[config.mk]
export PLATFORM = sky130hd
export DESIGN_NAME = i2s_receiver
export DESIGN_NICKNAME = d
export VERILOG_FILES = /design/src/rtl/i2s_receiver.sv
export SDC_FILE = /design/constraint.sdc
export NUM_CORES = 1
export LEC_CHECK = 0
export CELL_PAD_IN_SITES_DETAIL_PLACEMENT = 1
export CELL_PAD_IN_SITES_GLOBAL_PLACEMENT = 1
export CORE_MARGIN = 4
export CORE_UTILIZATION = 28
export DETAILED_ROUTE_END_ITERATION = 12
export PLACE_DENSITY = 0.52
export SYNTH_ARGS = -nofsm -noshare
export SYNTH_HDL_FRONTEND = slang
export SYNTH_SLANG_ARGS = --single-unit
[constraint.sdc]
create_clock -name clk -period 4.2 [get_ports clk]
set_input_delay 1.05 -clock clk [delete_from_list [all_inputs] [get_ports clk]]
set_output_delay 1.05 -clock clk [all_outputs]
set_load 0.005 [all_outputs]
[src/rtl/i2s_receiver.sv]
// I2S slave receiver: oversamples codec SCLK/LRCLK/SDATA on clk and deserialises stereo words.
// Latency: o_valid rises 4 clk after the codec SCLK edge that carries the right-channel LSB.
// Backpressure: one-entry output buffer held until i_ready; a frame completing while full is dropped (o_overrun).
module i2s_receiver #(
    parameter int DATA_WIDTH = 24,
    parameter int SLOT_WIDTH = 32
) (
    input  logic                  clk,
    input  logic                  rst_n,
    input  logic                  i2s_sclk,
    input  logic                  i2s_lrclk,
    input  logic                  i2s_sdata,
    output logic [DATA_WIDTH-1:0] o_left,
    output logic [DATA_WIDTH-1:0] o_right,
    output logic                  o_valid,
    input  logic                  i_ready,
    output logic                  o_overrun,
    output logic                  o_frame_err,
    output logic                  o_locked
);

    // Bit counter must reach SLOT_WIDTH+1 so an over-long slot is still detectable.
    localparam int CNT_W = $clog2(SLOT_WIDTH + 2);
    // Comparison constants carry one extra bit so bit_cnt+1 never wraps.
    localparam logic [CNT_W:0]   DW_C  = (CNT_W + 1)'(DATA_WIDTH);
    localparam logic [CNT_W:0]   SW_C  = (CNT_W + 1)'(SLOT_WIDTH);
    localparam logic [CNT_W-1:0] SAT_C = CNT_W'(SLOT_WIDTH + 1);

    typedef enum logic {
        SYNC_WAIT = 1'b0,
        RUN       = 1'b1
    } state_t;

    // Synchroniser stages; the codec pins are treated purely as data.
    logic sclk_meta, sclk_sync, sclk_dly;
    logic lr_meta, lr_sync;
    logic sd_meta, sd_sync;

    logic sclk_rise;
    logic boundary;
    logic lr_prev;

    state_t                state, state_nx;
    logic [DATA_WIDTH-1:0] shift, shift_nx;
    logic [CNT_W-1:0]      bit_cnt, cnt_nx;
    logic [CNT_W:0]        cnt_ext, cnt_inc, pad;
    logic [DATA_WIDTH-1:0] left_hold, left_nx;
    logic [DATA_WIDTH-1:0] word_fin;
    logic                  locked_nx;
    logic                  commit_nx;
    logic                  err_nx;

    // Frame handed from the deserialiser to the output buffer one clk later.
    logic                  commit_pend;
    logic [DATA_WIDTH-1:0] commit_left;
    logic [DATA_WIDTH-1:0] commit_right;

    // Two-flop synchronisers on every pin, plus a delay flop on sclk for edge detection.
    always_ff @(posedge clk or negedge rst_n) begin
        if (!rst_n) begin
            sclk_meta <= 1'b0;
            sclk_sync <= 1'b0;
            sclk_dly  <= 1'b0;
            lr_meta   <= 1'b0;
            lr_sync   <= 1'b0;
            sd_meta   <= 1'b0;
            sd_sync   <= 1'b0;
        end else begin
            sclk_meta <= i2s_sclk;
            sclk_sync <= sclk_meta;
            sclk_dly  <= sclk_sync;
            lr_meta   <= i2s_lrclk;
            lr_sync   <= lr_meta;
            sd_meta   <= i2s_sdata;
            sd_sync   <= sd_meta;
        end
    end

    assign sclk_rise = sclk_sync & ~sclk_dly;
    // Word select changing between two sampled edges marks the last bit of the old word.
    assign boundary  = sclk_rise & (lr_sync != lr_prev);
    assign cnt_ext   = {1'b0, bit_cnt};
    assign cnt_inc   = cnt_ext + 1'b1;

    // Deserialiser state and datapath registers.
    always_ff @(posedge clk or negedge rst_n) begin
        if (!rst_n) begin
            state        <= SYNC_WAIT;
            shift        <= '0;
            bit_cnt      <= '0;
            left_hold    <= '0;
            lr_prev      <= 1'b0;
            o_locked     <= 1'b0;
            o_frame_err  <= 1'b0;
            commit_pend  <= 1'b0;
            commit_left  <= '0;
            commit_right <= '0;
        end else begin
            state       <= state_nx;
            shift       <= shift_nx;
            bit_cnt     <= cnt_nx;
            left_hold   <= left_nx;
            o_locked    <= locked_nx;
            o_frame_err <= err_nx;
            commit_pend <= commit_nx;
            if (sclk_rise) begin
                lr_prev <= lr_sync;
            end
            if (commit_nx) begin
                commit_left  <= left_hold;
                commit_right <= word_fin;
            end
        end
    end

    // Next-state logic: lock on the first right-to-left edge, then shift bits and close words at boundaries.
    always_comb begin
        state_nx  = state;
        shift_nx  = shift;
        cnt_nx    = bit_cnt;
        left_nx   = left_hold;
        locked_nx = o_locked;
        commit_nx = 1'b0;
        err_nx    = 1'b0;
        word_fin  = shift;
        pad       = '0;
        case (state)
            SYNC_WAIT: begin
                // The bit on the locking edge belongs to an unseen right word and is discarded.
                if (boundary && !lr_sync) begin
                    state_nx  = RUN;
                    locked_nx = 1'b1;
                    cnt_nx    = '0;
                    shift_nx  = '0;
                end
            end
            RUN: begin
                if (sclk_rise) begin
                    // Bits beyond DATA_WIDTH are counted but not stored.
                    if (cnt_ext < DW_C) begin
                        word_fin = {shift[DATA_WIDTH-2:0], sd_sync};
                    end
                    if (!boundary) begin
                        shift_nx = word_fin;
                        if (bit_cnt != SAT_C) begin
                            cnt_nx = bit_cnt + 1'b1;
                        end
                    end else begin
                        // Short slots are left-justified so the MSB lands in the top bit.
                        if (cnt_inc < DW_C) begin
                            pad      = DW_C - cnt_inc;
                            word_fin = word_fin << pad;
                        end
                        if (cnt_inc > SW_C) begin
                            err_nx = 1'b1;
                        end
                        shift_nx = '0;
                        cnt_nx   = '0;
                        // lr already shows the new channel: 1 means a left word just ended.
                        if (lr_sync) begin
                            left_nx = word_fin;
                        end else begin
                            commit_nx = 1'b1;
                        end
                    end
                end
            end
            default: begin
                state_nx = SYNC_WAIT;
            end
        endcase
    end

    // One-entry output buffer: load when empty or being drained, otherwise drop and flag overrun.
    always_ff @(posedge clk or negedge rst_n) begin
        if (!rst_n) begin
            o_left    <= '0;
            o_right   <= '0;
            o_valid   <= 1'b0;
            o_overrun <= 1'b0;
        end else begin
            o_overrun <= 1'b0;
            if (commit_pend) begin
                if (!o_valid || i_ready) begin
                    o_left  <= commit_left;
                    o_right <= commit_right;
                    o_valid <= 1'b1;
                end else begin
                    o_overrun <= 1'b1;
                end
            end else if (o_valid && i_ready) begin
                o_valid <= 1'b0;
            end
        end
    end

endmodule
== Word-level counts from Yosys, hierarchy flattened ==
Cells that the tools add are included.
Word-level totals
  memories kept: 0
  bits in latches: 0
  logic and storage cells: 81
  ROM bits: 0
  bits in registers: 164
  memory bits (writable): 0
  output and inout port bits: 52
Operators by class
  mux-type cells: 31
  add/subtract/negate cells: 3
  divide/modulo/power cells: 0
  order comparisons: 3
  reduce and logical (&&, ||, !) cells: 12
  shift operators: 1
  multipliers: 0
  equal/unequal tests: 6
  bitwise logic cells: 4
Operators by type and width (number)
  $mux 24: 10
  $pmux 24 s2: 1
  $mux 6: 4
  $shl 24x7->24: 1
  $mux 1: 15
  $pmux 6 s2: 1
  $reduce_and 2->1: 4
  $add 6x1->7 const B: 1
  $gt 7x6->1 const B: 1
  $lt 7x5->1 const B: 1
  $sub 5x7->7 const A: 1
  $add 6x1->6 const B: 1
  $lt 6x5->1 const B: 1
  $ne 6x6->1 const B: 1
  $ne 2x2->1 const B: 2
  $reduce_and 4->1: 1
  $ne 3x2->1 const B: 1
  $reduce_and 3->1: 1
  $and 1x1->1: 2
  $logic_and 1x1->1: 2
  $logic_not 1->1: 2
  $ne 2x1->1 const B: 1
  $not 1->1: 2
  $reduce_bool 2->1: 1
  other kinds (2): 2

== Longest topological paths before layout ==
  word-level depth: 9
  gate-level depth with buffers: 12

== Worst setup path after synthesis ==
No wires, ideal clock.
  path type: register -> register
  start point: register bit_cnt[1]
  end point: register left_hold[19]
  setup time: 0.141 ns
  period minus slack after synthesis: 2.698 ns
  setup slack: 1.502 ns
  data required time: 4.059 ns
  stages on the path, launching flop included: 13
  data arrival time: 2.558 ns
  cell sequence: dfrtp_1 inv_1 ha_1 buf_2 inv_1 buf_2 buf_1 mux4_2 nand2_1 nand4_1 o211a_1 a211oi_1 a21oi_1
Between the ends
  longest elaborated chain between the ends: 6
  elaborated cells on any way between the ends: 9
  those cells by class: add/sub (2); order compare (2); shift (1); mux (4)
Ends and longest elaborated chain
  from (decl): line 45  | logic [CNT_W-1:0] bit_cnt, cnt_nx;
  from (signal assigned): line 101  | bit_cnt <= cnt_nx;
  parallel branches: the longest is 5 deep, another holds $add 6x1->7
  $mux 24 (*): line 150  | if (cnt_inc < DW_C) begin
  to (signal assigned): line 102  | left_hold <= left_nx;
  to (decl): line 47  | logic [DATA_WIDTH-1:0] left_hold, left_nx;
Mark *: on every way between the ends. The select of a mux whose other input is x is not followed.
A chain may end at the register's enable or synchronous reset.

== Worst setup path after layout ==
  start point: register bit_cnt[1]
  end point: register left_hold[15]
Same word-level chain as after synthesis.

==> results.json <==
{
  "cts_setup_buffers": 0,
  "holdPathStages": 0,
  "clock_path_buffers": 2,
  "areaGrowthSynthToFinish_pct": 18.9,
  "die_area_sq_um": 34500,
  "grt_max_degree": 82,
  "power_frac_seq_pct": 32.2,
  "start_kind": "register",
  "start_util_pct": 28.6,
  "numCtsBuffers": 17,
  "ys_ff_latch": 164,
  "ys_seq_area_share_pct": 46.4,
  "p_int_mw": 3.49,
  "clock-sinks": 164,
  "root_buffer": "clkbuf_16",
  "synthFlopType": "dfrtp_1",
  "crit_slowest_cell": "xnor3_1",
  "syn_inst": 819,
  "p_sw_mw": 2.28,
  "relSlewSlack_pct": 28.3,
  "worstHoldStart": "sclk_meta$_DFF_PN0_",
  "grt_use_total_pct": 15.4,
  "globalRouteMet3Util_pct": 2.83,
  "netlist.area_leader.share_pct": 46.4,
  "first_iter_violations": 369,
  "clkPwrFrac_pct": 28.0,
  "grt_setup_unrepaired": "false",
  "ioPinCount": 58,
  "htree_levels": 4,
  "synth_edf_count": 0,
  "path_class": "reg -> reg",
  "core_sq_um": 30900,
  "grt_overflow": 0,
  "cts.clk_slew.worst_paths_ps": 70,
  "worstPathArrival_ps": 3860,
  "drive_above_1_share_pct": 21.2,
  "cts_tree": "done",
  "use_met2_pct": 23.7,
  "r2r-start": "bit_cnt[1]$_DFFE_PN0P_",
  "met1_usage_pct": 22.2,
  "n_antenna_cell": 0,
  "syn_nets": 828,
  "grt_pass1_wl_um": 41800,
  "r2r-end": "left_hold[15]$_DFFE_PN0P_",
  "hold_buffers": 0,
  "synth_cell_types": 79,
  "grt_antenna_before_repair": 0,
  "routedWlPerCell_um": 20.4,
  "crit_top_cell": "mux2i_1",
  "period_share_pct": 83.4,
  "vdd.ir_drop.worst_mv": 0.317,
  "grt_pass1_vias": 7045,
  "hpwlAfterDp_um": 18700,
  "leakage_nw": 4.77,
  "port_buffers": 57,
  "firstDrtPassIters": 4,
  "synthArstFlopShare_pct": 100,
  "utilization_pct": 34.0,
  "yosysWarnings": 0,
  "min_path_type": "reg -> reg",
  "worst_pin_slew_ps": 1070,
  "num_rows": 64,
  "r2r_setup_slack_ps": 700,
  "via_per_inst": 5.32,
  "die_width_um": 186,
  "netlist_area_sq_um": 8850,
  "combPwrFrac_pct": 39.8,
  "skew_ps": 11.4,
  "finalNetCount": 877,
  "outcome": "completed",
  "postLayoutCellArea_sq_um": 10500,
  "clock_latency_ps": 430,
  "place_area_sq_um": 9910,
  "ant_nets": 0,
  "drv_slew": 0,
  "ys_top_cells_by_count": "dfrtp_1 (164), nand2_1 (129), mux2_2 (83)",
  "gr-max-usage-layer": "met2",
  "finalWirelength_um": 26100,
  "syn_avg_cell_area_sq_um": 10.8,
  "cp_cell_sequence": "ha_1, xnor3_1, buf_4, mux4_2, mux2i_1, mux2i_1, o22ai_1, mux2_2",
  "min_to": "sclk_sync$_DFF_PN0_",
  "cts_resized": 0,
  "p_sw_share_pct": 39.5,
  "synthTopCellsByArea": "dfrtp_1 (46%), mux2_2 (11%), nand2_1 (5.5%)",
  "max_cap_violations": 0,
  "critPathMaxFanout": 16,
  "drcViolationCount": 0,
  "fin_tns_setup_ps": 0,
  "dieHeight_um": 186,
  "r2r_cells": 8,
  "worst_ep_required_time_ps": 4560,
  "vias": 6793,
  "yosysMostFrequentCell": "dfrtp_1",
  "yosysTopAreaCell": "dfrtp_1",
  "max_freq_ghz": 0.285,
  "cp-end-kind": "register",
  "cpPeakStageDelay_ps": 720,
  "period_needed_ps": 3500,
  "hold_viol_final": 0,
  "gp_congestion": 0.872,
  "setup-violations-final": 0,
  "power_density_nw_per_um2": 549
}
[kinds of logic after synthesis]
group           Yosys count  synth area share (%)
buf+inv                  79                  4.14
xor+xnor                  7                  1.02
mux                     142                  20.5
simple gates            256                  13.4
fa+ha+maj                 3                 0.424
flops                   164                  46.4
compound gates          168                  14.1
[per-stage QoR]
| step | worst slack, ps | cells | power [mW] | hold slack, ps |
|---|---|---|---|---|
| floorplan | 1500 | 819 | 3.33 | 331 |
| CTS | 652 | 1277 | 5.81 | 350 |
| global route | 520 | 1277 | 6.10 | 368 |
| finish | 696 | 1277 | 5.77 | 350 |
| detailed placement | 672 | 1245 | 4.16 | 337 |
| global placement | 695 | 1245 | 4.15 | 333 |
[metal layers]
layer	share of wire [%]	routed length [um]
met1	49	12900
met5	0	0
met3	3.5	917
met2	45	11800
met4	2.0	529
[area by class of cell]
class                      count  area [sq um]
clock buffer                  17           425
clock inverter                15           181
timing repair buffer          97           885
fill                        3376         20400
multi-input combinational    576          4380
tap                          396           495
sequential                   164          4100
inverter                      12          45.0
[power groups by stage]
stage | logic [mW] | registers, mW | clock network, mW
6_report | 2.30 | 1.86 | 1.61
2_1_floorplan | 1.48 | 1.85 | 0
4_1_cts | 2.28 | 1.86 | 1.68
3_5_place_dp | 2.27 | 1.89 | 0
5_1_grt | 2.47 | 1.88 | 1.75
3_3_place_gp | 2.26 | 1.89 | 0
[layout by cell type (no fill, tap or decap), types with 9 or more instances in the layout]
cell / synthesis / layout
clkbuf_16: 0 / 17
dfrtp_1: 164 / 164
nand2b_1: 11 / 11
nor2_1: 37 / 37
nor2b_1: 9 / 9
mux2i_1: 35 / 35
a22o_1: 16 / 16
buf_4: 3 / 39
mux2_2: 83 / 83
a21oi_1: 20 / 20
nand3_1: 22 / 22
nand4_1: 12 / 12
nor3_1: 10 / 10
inv_1: 11 / 11
clkdlybuf4s50_1: 0 / 56
nand2_1: 129 / 128
mux4_2: 17 / 17
o21ai_0: 27 / 26
[how the worst max path moves through the flow]
stage                     slack, ps  cells after the start                            to              startpoint
after global placement          690                      9     left_hold[21]$_DFFE_PN0P_  bit_cnt[3]$_DFFE_PN0P_
after global routing            520                      9     left_hold[19]$_DFFE_PN0P_  bit_cnt[3]$_DFFE_PN0P_
after CTS                       650                      9  commit_right[21]$_DFFE_PN0P_  bit_cnt[3]$_DFFE_PN0P_
final                           700                      8     left_hold[15]$_DFFE_PN0P_  bit_cnt[1]$_DFFE_PN0P_
after detailed placement        670                      9     left_hold[21]$_DFFE_PN0P_  bit_cnt[3]$_DFFE_PN0P_
after floorplan                1500                     12     left_hold[19]$_DFFE_PN0P_  bit_cnt[1]$_DFFE_PN0P_
[state kept, by name (all words and copies together) (netlist names), 6 cells and up]
signal / count
commit_left: 24
bit_cnt: 6
shift: 24
left_hold: 24
commit_right: 24
o_right: 24
o_left: 24
[critical path: cells and delay by family (launching register included)]
| kind | cells | cell delay [ps] |
|---|---|---|
| compound gates | 1 | 280 |
| xor+xnor | 1 | 720 |
| fa+ha+maj | 1 | 420 |
| buf+inv | 1 | 350 |
| flops | 1 | 480 |
| mux | 4 | 1170 |
(Power assumes the default switching activity.)
